<file path="src/rtl/stbus_pkg.sv">
// Shared types and defaults for the ST-bus receive deserializer.
package stbus_pkg;

    localparam int unsigned NCH_DEF       = 4;
    localparam int unsigned WORD_BITS_DEF = 32;

    typedef enum logic [1:0] {
        DISARM,
        IDLE,
        SHIFT
    } lane_state_e;

    typedef struct packed {
        logic [WORD_BITS_DEF-1:0] data;
        logic                     is_short;
    } hold_t;

endpackage

</file>
<file path="src/rtl/stbus_rx_lane.sv">
// One ST-bus receive lane: input synchronizers, edge detect, burst FSM,
// shift register/bit count and a single-word hold register with overflow.
module stbus_rx_lane
    import stbus_pkg::*;
#(
    parameter int unsigned WORD_BITS = WORD_BITS_DEF
) (
    input  logic                 clk,
    input  logic                 rst,
    input  logic                 burst_clk,
    input  logic                 burst_en,
    input  logic                 sdata,
    input  logic                 take,
    output logic                 hold_full,
    output logic [WORD_BITS-1:0] hold_data,
    output logic                 hold_short,
    output logic                 ovf
);

    localparam int unsigned CW = $clog2(WORD_BITS + 2);
    localparam logic [CW-1:0] CNT_FULL = CW'(WORD_BITS);
    localparam logic [CW-1:0] CNT_SAT  = CW'(WORD_BITS + 1);

    logic [2:0] clk_sync;
    logic [2:0] en_sync;
    logic [1:0] sd_sync;
    logic [1:0] settle;

    logic clk_rise;
    logic en_now;
    logic en_rise;
    logic en_fall;
    logic sd_bit;

    lane_state_e state;
    lane_state_e state_nx;

    logic do_clear;
    logic do_shift;
    logic do_close;

    logic [WORD_BITS-1:0] shreg;
    logic [WORD_BITS-1:0] shreg_nx;
    logic [CW-1:0]        cnt;
    logic [CW-1:0]        cnt_nx;

    always_ff @(posedge clk) begin
        if (rst) begin
            clk_sync <= '0;
            en_sync  <= '0;
            sd_sync  <= '0;
            settle   <= '0;
        end else begin
            clk_sync <= {clk_sync[1:0], burst_clk};
            en_sync  <= {en_sync[1:0], burst_en};
            sd_sync  <= {sd_sync[0], sdata};
            if (settle != 2'd3) begin
                settle <= settle + 2'd1;
            end
        end
    end

    assign clk_rise = clk_sync[1] & ~clk_sync[2];
    assign en_now   = en_sync[1];
    assign en_rise  = en_sync[1] & ~en_sync[2];
    assign en_fall  = ~en_sync[1] & en_sync[2];
    assign sd_bit   = sd_sync[1];

    always_ff @(posedge clk) begin
        if (rst) begin
            state <= DISARM;
        end else begin
            state <= state_nx;
        end
    end

    // DISARM waits for the zeroed synchronizers to refill, so an enable that
    // was already high at reset release is seen as high and not as a new burst.
    always_comb begin
        state_nx = state;
        unique case (state)
            DISARM:  if (settle == 2'd3 && !en_now) state_nx = IDLE;
            IDLE:    if (en_rise)                   state_nx = SHIFT;
            SHIFT:   if (en_fall)                   state_nx = IDLE;
            default:                                state_nx = DISARM;
        endcase
    end

    always_comb begin
        do_clear = 1'b0;
        do_shift = 1'b0;
        do_close = 1'b0;
        unique case (state)
            IDLE:  do_clear = en_rise;
            SHIFT: begin
                do_shift = clk_rise;
                do_close = en_fall;
            end
            default: ;
        endcase
    end

    // A bit arriving in the closing cycle is folded into the closed word.
    always_comb begin
        shreg_nx = shreg;
        cnt_nx   = cnt;
        if (do_shift) begin
            shreg_nx = {shreg[WORD_BITS-2:0], sd_bit};
            if (cnt != CNT_SAT) begin
                cnt_nx = cnt + 1'b1;
            end
        end
    end

    always_ff @(posedge clk) begin
        if (rst) begin
            shreg      <= '0;
            cnt        <= '0;
            hold_full  <= 1'b0;
            hold_data  <= '0;
            hold_short <= 1'b0;
            ovf        <= 1'b0;
        end else begin
            if (do_clear) begin
                shreg <= '0;
                cnt   <= '0;
            end else begin
                shreg <= shreg_nx;
                cnt   <= cnt_nx;
            end

            if (take) begin
                hold_full <= 1'b0;
            end

            // The arbiter draining the hold this cycle frees it for the new word.
            if (do_close) begin
                if (!hold_full || take) begin
                    hold_data  <= shreg_nx;
                    hold_short <= (cnt_nx != CNT_FULL);
                    hold_full  <= 1'b1;
                end else begin
                    ovf <= 1'b1;
                end
            end
        end
    end

endmodule

</file>
<file path="src/rtl/stbus_rx_deser.sv">
// ST-bus receive deserializer: NCH lanes merged round-robin onto one
// valid/ready word stream with a single output register.
module stbus_rx_deser
    import stbus_pkg::*;
#(
    parameter int unsigned NCH       = NCH_DEF,
    parameter int unsigned WORD_BITS = WORD_BITS_DEF,
    parameter int unsigned LW        = $clog2(NCH)
) (
    input  logic                 clk,
    input  logic                 rst,
    input  logic [NCH-1:0]       burst_clk,
    input  logic [NCH-1:0]       burst_en,
    input  logic [NCH-1:0]       sdata,
    output logic                 m_valid,
    input  logic                 m_ready,
    output logic [WORD_BITS-1:0] m_data,
    output logic [LW-1:0]        m_lane,
    output logic                 m_short,
    output logic [NCH-1:0]       ovf
);

    logic [NCH-1:0]       hold_full;
    logic [WORD_BITS-1:0] hold_data [NCH];
    logic [NCH-1:0]       hold_short;
    logic [NCH-1:0]       take;

    logic [LW-1:0] rr_ptr;
    logic [LW-1:0] gnt_idx;
    logic          gnt_found;
    logic          out_load;
    int unsigned   idx;

    for (genvar g = 0; g < NCH; g++) begin : g_lane
        stbus_rx_lane #(
            .WORD_BITS(WORD_BITS)
        ) u_lane (
            .clk        (clk),
            .rst        (rst),
            .burst_clk  (burst_clk[g]),
            .burst_en   (burst_en[g]),
            .sdata      (sdata[g]),
            .take       (take[g]),
            .hold_full  (hold_full[g]),
            .hold_data  (hold_data[g]),
            .hold_short (hold_short[g]),
            .ovf        (ovf[g])
        );
    end

    assign out_load = !m_valid || m_ready;

    always_comb begin
        gnt_found = 1'b0;
        gnt_idx   = '0;
        take      = '0;
        idx       = 0;
        for (int unsigned i = 0; i < NCH; i++) begin
            idx = (32'(rr_ptr) + i) % NCH;
            if (!gnt_found && hold_full[idx]) begin
                gnt_found = 1'b1;
                gnt_idx   = LW'(idx);
            end
        end
        if (out_load && gnt_found) begin
            take[gnt_idx] = 1'b1;
        end
    end

    always_ff @(posedge clk) begin
        if (rst) begin
            m_valid <= 1'b0;
            m_data  <= '0;
            m_lane  <= '0;
            m_short <= 1'b0;
            rr_ptr  <= '0;
        end else if (out_load) begin
            if (gnt_found) begin
                m_valid <= 1'b1;
                m_data  <= hold_data[gnt_idx];
                m_lane  <= gnt_idx;
                m_short <= hold_short[gnt_idx];
                rr_ptr  <= (gnt_idx == LW'(NCH - 1)) ? '0 : gnt_idx + 1'b1;
            end else begin
                m_valid <= 1'b0;
            end
        end
    end

endmodule

</file>
<file path="config.mk">
export PLATFORM = sky130hd
export DESIGN_NAME = stbus_rx_deser
export DESIGN_NICKNAME = d
export VERILOG_FILES = /design/src/rtl/stbus_pkg.sv /design/src/rtl/stbus_rx_lane.sv /design/src/rtl/stbus_rx_deser.sv
export SDC_FILE = /design/constraint.sdc
export NUM_CORES = 1
export LEC_CHECK = 0
export CORE_ASPECT_RATIO = 2
export CORE_MARGIN = 2
export CORE_UTILIZATION = 45
export DETAILED_ROUTE_END_ITERATION = 12
export PLACE_DENSITY_LB_ADDON = 0.3
export SETUP_SLACK_MARGIN = 0.5
export SYNTH_ARGS = -nofsm -noshare
export SYNTH_HDL_FRONTEND = slang
export SYNTH_HIERARCHICAL = 1
export SYNTH_SLANG_ARGS = --single-unit
</file>
<file path="constraint.sdc">
create_clock -name clk -period 3.3 [get_ports clk]
set_input_delay 0.66 -clock clk [delete_from_list [all_inputs] [get_ports clk]]
set_output_delay 0.66 -clock clk [all_outputs]
set_load 0.01 [all_outputs]
</file>
# Yosys cells after proc, flatten, opt, wreduce, memory -nomap -nowiden
# Cells that the tools add are included.
[word_totals]
word_cells = 259
in_bits = 15
output_inout_bits = 40
register_bits = 378
[op_classes]
order_cmp = 7
bitwise_logic = 29
n_eq_ne = 37
n_mux = 78
n_addsub = 12
n_reduce_logical = 47
[op_table]
columns = ["operator", "count"]
rows = [
  ["$mux W32", 6],
  ["$bmux W32 S2", 1],
  ["$mux W6", 8],
  ["$ne A6 B6 Y1 const B", 8],
  ["$mux W1", 35],
  ["$mux W2", 17],
  ["$add A6 B1 Y6 const B", 4],
  ["$ne A2 B1 Y1 const B", 12],
  ["$pmux W2 S3", 4],
  ["$eq A2 B2 Y1 const B", 9],
  ["$reduce_and A2 Y1", 9],
  ["$not A1 Y1", 16],
  ["$lt A2 B3 Y1 const B", 5],
  ["$add A2 B1 Y2 const B", 6],
  ["$and A1 B1 Y1", 12],
  ["$logic_not A1 Y1", 12],
  ["$reduce_and A3 Y1", 4],
  ["$bmux W1 S2", 5],
  ["$logic_and A1 B1 Y1", 9],
  ["$eq A2 B1 Y1 const B", 4],
  ["$logic_not A2 Y1", 4],
  ["$ne A2 B2 Y1 const B", 4],
  ["$reduce_or A2 Y1", 4],
  ["$logic_or A1 B1 Y1", 5],
  ["other kinds (6)", 7],
]

# Longest topological paths before layout
# Gate-level depths: netlist (run 1).
[logic_depth]
depth_word = 20
ltp_mapped = 13
depth_no_buf = 9

# Cells and area by module
# Netlist (run 1), hierarchy kept.
[modules_own_cells]
columns = ["module", "seq_area_each_um2", "n_inst", "area_per_inst_um2", "cells_per_inst"]
rows = [
  ["stbus_rx_lane (g_lane[0].u_lane ...)", 1701.6, 3, 3094.2, 308],
  ["stbus_rx_lane (g_lane[3].u_lane)", 1701.6, 1, 3305.7, 309],
  ["stbus_rx_deser", 760.7, 1, 2585.0, 304],
]

# Worst setup path before layout (run 1)
# Ideal clock, no wire load.
[synth_timing]
path_kind = "register -> register"
start = "reg g_lane[0].u_lane.hold_full"
end = "reg g_lane[3].u_lane.hold_data[3]"
arrival_ps = 2348
stages_incl_launch_ff = 13
t_required_ps = 3214
path_buffers = 4
period_less_slack_ps = 2434
setup_ps = 86
setup_slack_ps = 866
cell_sequence = "dfxtp_1 > nand2_1 > a211o_1 > and2_1 > buf_4 > buf_6 > ha_1 > and3_1 > nand2b_1 > nor2b_2 > buf_4 > buf_4 > a211oi_1"
[synth_via]
elab_chain_len = 19
elab_cells_between_ends = 31
[synth_rtl]
columns = ["item", "line", "text"]
rows = [
  ["start: declaration", "stbus_rx_lane.sv:14", "output logic hold_full,"],
  ["start signal: assignment", "stbus_rx_lane.sv:119", "hold_full <= 1'b0;"],
  ["start signal: assignment", "stbus_rx_lane.sv:133", "hold_full <= 1'b0;"],
  ["start signal: assignment", "stbus_rx_lane.sv:141", "hold_full <= 1'b1;"],
  ["$bmux W1 S2", "stbus_rx_deser.sv:60", "if (!gnt_found && hold_full[idx]) begin"],
  ["$mux W1 (not written as such)", "stbus_rx_deser.sv:60", ""],
  ["$mux W1", "stbus_rx_deser.sv:60", ""],
  ["$logic_not A1 Y1", "stbus_rx_deser.sv:60", ""],
  ["$logic_and A1 B1 Y1", "stbus_rx_deser.sv:60", ""],
  ["$mux W1", "stbus_rx_deser.sv:60", ""],
  ["$logic_not A1 Y1", "stbus_rx_deser.sv:60", ""],
  ["$logic_and A1 B1 Y1", "stbus_rx_deser.sv:60", ""],
  ["[4 not listed]", "--", ""],
  ["$lt A2 B3 Y1 (not written as such) / $ge A2 B1 Y1 (equally long branches)", "stbus_rx_deser.sv:66", "take[gnt_idx] = 1'b1;"],
  ["$logic_and A1 B1 Y1 (not written as such)", "stbus_rx_deser.sv:66", ""],
  ["$mux W1 (not written as such)", "stbus_rx_deser.sv:66", ""],
  ["$demux W1 S2", "stbus_rx_deser.sv:66", ""],
  ["$mux W4 (*)", "stbus_rx_deser.sv:65", "if (out_load && gnt_found) begin"],
  ["via take[3]", "stbus_rx_deser.sv:26", "logic [NCH-1:0] take;"],
  ["$logic_or A1 B1 Y1 (*)", "stbus_rx_lane.sv:138", "if (!hold_full || take) begin"],
  ["$reduce_and A2 Y1 (no line) (*)", "--", ""],
  ["end signal: assignment", "stbus_rx_lane.sv:139", "hold_data <= shreg_nx;"],
  ["end: declaration", "stbus_rx_lane.sv:15", "output logic [WORD_BITS-1:0] hold_data,"],
]
# Mark *: on every way through the listed nets, which the timed path passes. The rest lies on a longest branch. The select of a mux whose other input is x is not followed.
# A chain may end at the register's enable or synchronous reset.

# Worst setup path after layout (run 1)
[layout_timing]
start = "reg rr_ptr[0]"
end = "reg g_lane[3].u_lane.hold_data[14]"
[layout_via]
elab_chain_len = 19
elab_cells_between_ends = 34
[layout_rtl]
columns = ["item", "line", "text"]
rows = [
  ["start: declaration", "stbus_rx_deser.sv:28", "logic [LW-1:0] rr_ptr;"],
  ["start signal: assignment", "stbus_rx_deser.sv:83", "rr_ptr <= (gnt_idx == LW'(NCH - 1)) ? '0 : gnt_idx + 1'b1;"],
  ["parallel branches: the longest is 16 deep, another holds $lt A2 B3 Y1", "--", ""],
  ["$mux W4 (*)", "stbus_rx_deser.sv:65", ""],
  ["via take[3]", "stbus_rx_deser.sv:26", ""],
  ["$logic_or A1 B1 Y1 (*)", "stbus_rx_lane.sv:138", ""],
  ["$reduce_and A2 Y1 (no line) (*)", "--", ""],
]
# Mark *: on every way through the listed nets, which the timed path passes. The select of a mux whose other input is x is not followed.

==> results of run 1 <==
[final timing paths]
check / startpoint / endpoint / cells past startpoint
max reg2reg: rr_ptr[0] / g_lane[3].u_lane/hold_data[14] / 10
min: g_lane[1].u_lane/en_sync[0] / g_lane[1].u_lane/en_sync[1] / 1
min reg2reg: g_lane[1].u_lane/en_sync[0] / g_lane[1].u_lane/en_sync[1] / 1
max: rr_ptr[0] / g_lane[3].u_lane/hold_data[14] / 10
[state kept, by name (all words and copies together) (netlist names)]
signal	flops
g_lane.u_lane/clk_sync	12
g_lane.u_lane/cnt	24
g_lane.u_lane/en_sync	12
g_lane.u_lane/hold_data	128
g_lane.u_lane/hold_full	4
g_lane.u_lane/hold_short	4
g_lane.u_lane/ovf	4
g_lane.u_lane/sd_sync	8
g_lane.u_lane/settle	8
g_lane.u_lane/shreg	128
g_lane.u_lane/state	8
m_data	32
m_lane	2
m_short	1
m_valid	1
rr_ptr	2
[Yosys cell counts, types with 18 or more instances]
cell type  instances
clkbuf_1          35
buf_2             39
a211oi_1         104
nor2b_1           34
dfxtp_1          378
o211ai_1          21
and3_1            43
buf_4             29
o21ai_1           18
a211oi_2          29
nand2_1           65
o21ai_0           23
a21boi_0          34
a21oi_1           22
mux2i_1          165
nor2_1           317
[layout by cell type (no fill, tap or decap), types with 29 or more instances in the layout]
| cell type | count |
|---|---|
| clkdlybuf4s50_1 | 53 |
| clkbuf_16 | 38 |
| and3_1 | 43 |
| a211oi_2 | 29 |
| nor2b_1 | 33 |
| a21boi_0 | 34 |
| nand2_1 | 65 |
| mux2i_1 | 165 |
| nor2_1 | 314 |
| a211oi_1 | 104 |
| dfxtp_1 | 378 |
[final cells by class]
| type | instances | area (um2) |
|---|---|---|
| clock inverters | 7 | 121.4 |
| fillers | 3043 | 16390 |
| inverters | 16 | 60.06 |
| multi-input cells | 1022 | 6874 |
| flip-flops and latches | 378 | 7567 |
| repair buffers | 78 | 789.5 |
| clock buffers | 53 | 1056 |
| well taps | 436 | 545.5 |
[power by group]
group	switching, mW	internal (mW)
clock network	1.71	2.45
registers	0.0249	4.61
logic	0.136	0.0778
[worst max-delay path: stages, from the launching register on]
cell and delay [ns]:
dfxtp_1 0.34, and2b_1 0.23, o21bai_1 0.29, and3_1 0.35, ha_1 0.18, and3_1 0.12, nand2b_1 0.14, nor2b_4 0.27
buf_12 0.25, nor2_1 0.08, a211oi_2 0.23
[what timing repair did]
item                                    4_1_cts  5_1_grt
endpoints found under the setup margin        0       27
buffers inserted                              0        1
resized for setup                             0        1
[metal layers]
layer,vias up,GRT usage [%]
li1,5341,-
met1,5141,21.90
met2,192,35.16
met3,84,2.610
met4,0,12.05
met5,-,0
[cells by family after synthesis]
| kind of cell | share of synthesized area (%) |
|---|---|
| flip-flops | 49.87 |
| multiplexers | 10.88 |
| AO/OA/AOI/OAI | 15.78 |
| XOR/XNOR | 1.212 |
| adder cells (fa/ha/maj) | 1.072 |
| AND/OR/NAND/NOR | 15.98 |
| buffers and inverters | 5.195 |
==> out/results.ini, run 1 <==
[power]
p_per_area_mw_per_mm2 = 529.4
peakVddDrop_mv = 0.5076
power_mw = 9.008
leakagePower_nw = 5.666

[worst_setup_path]
path_max_fanout = 33
start_kind = flop
path_class = flop to flop
crit_required_ns = 3.72
cp-end-kind = flop
reg2reg_setup_slack_ns = 0.70
arrival_ns = 3.02

[die]
rows = 95
core_mm2 = 0.03340
fp.dieW_um = 133.8
pin_count = 55
die-area_mm2 = 0.03529
floorplan.initialDensity_pct = 45.43
die_y_um = 263.7

[cts]
clk-insertion-delay-late_ns = 0.52
cts.clk_slew.worst_paths_ns = 0.06
cts-root-buf = clkbuf_16
cts_tree = built
cts_htree_levels = 2
cts_buffers = 35
ctsHoldBuffers = 0
numClockSinks = 378
clk_path_buf_depth = 3

[route]
wire_per_inst_um = 17.76
first_pass_iters = 5
top_layer_used = met4
drc = 0
wl_mm = 35.34
drtIter0Drc = 507
wl_met1_mm = 13.83
dr_wl_met3_mm = 1.132
vias = 10760
met2_length_mm = 18.32
vias_per_cell = 5.406
drtAntennaViolNets = 0

[logic_synthesis]
synth_top_area_share_pct = 49.87
syn_nets = 1565
synth_ff_type = dfxtp_1
synth_cell_types = 60
synth_edf_count = 0
syn_area_mm2 = 0.01517
synth-async-reset-ratio_pct = 0
synth_area_per_cell_um2 = 9.872
yosysTopAreaCell = dfxtp_1
netlist_top_cells_area = dfxtp_1 (50%), mux2i_1 (11%), nor2_1 (7.8%)
yosysSeqAreaShare_pct = 49.87
syn_inst = 1537
ys_seq_elements = 378
yosysWarnings = 6

[placement]
dpl-instance-area_mm2 = 0.01580
dp.cells = 1927
place.gp.congestion = 0.8045
io_buffers = 54
dp_slack_ns = 0.3738
hpwl_mm = 23.72

[cells_and_area]
syn_to_final_growth_pct = 12.13
fin_util_pct = 50.94
final_nets = 1559
stdcell_area_mm2 = 0.01701
drive_gt1_share_pct = 9.846
stdcell_count = 1990
antennaDiodeCount = 0

[status]
status = finished, final reports clean

[timing]
finalSetupViolations = 0
tns_ns = 0
maxSlewViolCount = 0
fin_crit_sh_pct = 78.78
hold_slack_ns = 0.4334
relSlewSlack_pct = 39.46
layout_setup_ws_ns = 0.7001
finalHoldViolCount = 0
tightestPinTransition_ns = 0.9000
fin_crit_ns = 2.600
rsz0062_at_grt = no
clock_skew_ns = 0.01664
fmax_mhz = 384.6

[grt]
grt_remaining_overflow = 0
grt.total_usage_pct = 19.70
first_global_vias = 10740
grt_start_max_net_pins = 67
grt_pass1_wl_mm = 55.53
antenna_found_initial = 0

[run]
maxCapViolations = 0

[hold_path]
hp-class = flop to flop

(Power assumes the default switching activity.)
==> run 2: changes to the inputs <==
- clock period: 3.3 -> 2.6 ns (I/O delays scaled with it)
==> run 2 against run 1 <==
Net effect:
- wire length grew 1.8%
- first-iteration DRC count grew 4.9%
- count of clock-buffer cells in the layout shrank 5
- non-clock buffer count grew 46
- final area grew 7.6%
- critical path type unchanged
- largest power group unchanged
==> out/results.ini, run 2 (same netlist as run 1, synthesis figures left out) <==
[status]
status = finished, final reports clean

[route]
drc = 0  ; unchanged
wl_met1_mm = 14.35  ; +3.8%
vias_per_cell = 5.409  ; about the same
top_layer_used = met4
first_pass_iters = 7  ; +2
vias = 10990  ; +2.2%
met2_length_mm = 19.72  ; +7.7%
dr_wl_met3_um = 919  ; -19%
wire_per_inst_um = 17.70  ; -0.34%
drtIter0Drc = 532  ; +4.9%
wl_mm = 35.96  ; +1.8%
drtAntennaViolNets = 0  ; unchanged

[die]
die_y_um = 263.7  ; unchanged
pin_count = 55  ; unchanged
core_mm2 = 0.03340  ; unchanged
fp.dieW_um = 133.8  ; unchanged
floorplan.initialDensity_pct = 45.43  ; unchanged
die-area_mm2 = 0.03529  ; unchanged
rows = 95  ; unchanged

[worst_setup_path]
crit_required_ns = 3.03  ; -0.69 ns
cp-end-kind = flop
critPathBufInv = 3  ; +2
slowest_delay_ns = 0.43  ; +0.08 ns
arrival_ns = 2.68  ; -0.34 ns
path_class = flop to flop
path_max_fanout = 13  ; -61%
slowest_stage = or4_4
startpoint = g_lane[0].u_lane/hold_full
crit_family = simple AND/OR/NAND/NOR gates
start_kind = flop
r2r_start = g_lane[0].u_lane/hold_full
crit_chain = buf_4, or4_4, and2_1, nand2_2, nor2_1, nor2b_2, nor2_4, buf_12, clkbuf_16, a211oi_1

[cells_and_area]
layout_commonest_cell = dfxtp_1
antennaDiodeCount = 0  ; unchanged
drive_gt1_share_pct = 18.55  ; +8.7 points
seqCellArea_mm2 = 0.007582  ; +0.20%
reg_top3 = g_lane.u_lane/hold_data x128, g_lane.u_lane/shreg x128, m_data x32
multiInputGateArea_mm2 = 0.007356  ; +7.0%
fill_cells = 2946  ; -3.2%
final_nets = 1604  ; +2.9%
layout_common_cells = dfxtp_1 (372), nor2_1 (281), mux2i_1 (165), a211oi_2 (72), nand2_1 (64)
syn_to_final_growth_pct = 20.60

[placement]
io_buffers = 54  ; unchanged
hpwl_mm = 21.60  ; -9.0%
dp_slack_ns = 0.1464  ; -0.2274 ns
place.gp.congestion = 0.7726  ; -4.0%

[grt]
antenna_found_initial = 0  ; unchanged
grt_start_max_net_pins = 115  ; +72%
grt.total_usage_pct = 19.34  ; -0.36 points
grt_remaining_overflow = 0  ; unchanged
first_global_vias = 11120  ; +3.5%
grt_pass1_wl_mm = 55.45  ; -0.15%

[timing]
relSlewSlack_pct = 45.91  ; +6.4 points
fmax_mhz = 444.6  ; +16%
finalSetupViolations = 0  ; unchanged
finalHoldViolCount = 0  ; unchanged
tns_ns = 0  ; unchanged
clock_skew_ns = 0.01313  ; -0.003503 ns
fin_crit_sh_pct = 86.51  ; +7.7 points
tightestPinTransition_ns = 0.8113  ; -0.08866 ns
fin_crit_ns = 2.249  ; -0.3505 ns
layout_setup_ws_ns = 0.3506  ; -0.3495 ns
maxSlewViolCount = 0  ; unchanged
rsz0062_at_grt = yes

[power]
leakagePower_nw = 6.160  ; +8.7%
p_per_area_mw_per_mm2 = 623.1  ; +18%
peakVddDrop_mv = 0.4496  ; -11%
power_mw = 11.40  ; +27%

[cts]
numClockSinks = 378  ; unchanged
ctsHoldBuffers = 0  ; unchanged
clk-insertion-delay-late_ns = 0.53  ; about the same
clk_path_buf_depth = 3  ; unchanged
cts.clk_slew.worst_paths_ns = 0.06  ; about the same
cts_buffers = 35  ; unchanged
cts_htree_levels = 2  ; unchanged
cts-root-buf = clkbuf_16
cts_tree = built

[hold_path]
hp-class = flop to flop
hold_start = g_lane[1].u_lane/sd_sync[0]

[run]
maxCapViolations = 0  ; unchanged

[run 2: worst paths after layout]
| path | endpoint | slack (ns) | cells after the start |
|---|---|---|---|
| worst max register to register | g_lane[1].u_lane/hold_data[18] | 0.35 | 10 |
| worst min-delay path | g_lane[1].u_lane/sd_sync[1] | 0.43 | 1 |
| worst min register to register | g_lane[1].u_lane/sd_sync[1] | 0.43 | 1 |
| worst max-delay path | g_lane[1].u_lane/hold_data[18] | 0.35 | 10 |
[run 2: where the power goes]
part	total (mW)	internal [mW]	leakage, nW	switching, mW
combinational	0.288	0.106	2.54	0.181
clock	5.24	3.00	0.562	2.24
sequential	5.87	5.84	3.06	0.0316
total	11.4	8.95	6.16	2.45
[run 2: cell type report]
class | count | share of cell area (%)
Multi-Input combinational cell | 1021 | 40.20
Sequential cell | 378 | 41.44
Timing Repair Buffer | 124 | 8.766
Tap cell | 436 | 2.981
Clock buffer | 48 | 5.668
Clock inverter | 9 | 0.6222
Inverter | 16 | 0.3282
[run 2: through the flow]
step	util (%)	cells	hold slack (ns)	cell area (um2)
after global placement	48.92	1939	0.4165	16340
after CTS	53.35	2011	0.4379	17820
after detailed placement	48.92	1939	0.4264	16340
after global routing	54.79	2032	0.4582	18300
final	54.79	2032	0.4339	18300
after floorplan	-	1537	0.4138	15580
[run 2: per-layer routing]
| layer | GRT usage, % | vias to the layer above |
|---|---|---|
| li1 | - | 5437 |
| met2 | 37.48 | 139 |
| met3 | 2.380 | 55 |
| met5 | 0 | - |
| met1 | 21.22 | 5360 |
| met4 | 6.613 | 0 |
[run 2: what timing repair did]
item	4_1_cts	5_1_grt
pin swaps	2	20
resized for setup	21	43
gates cloned	6	9
setup buffers	9	12
endpoints found under the setup margin	134	156
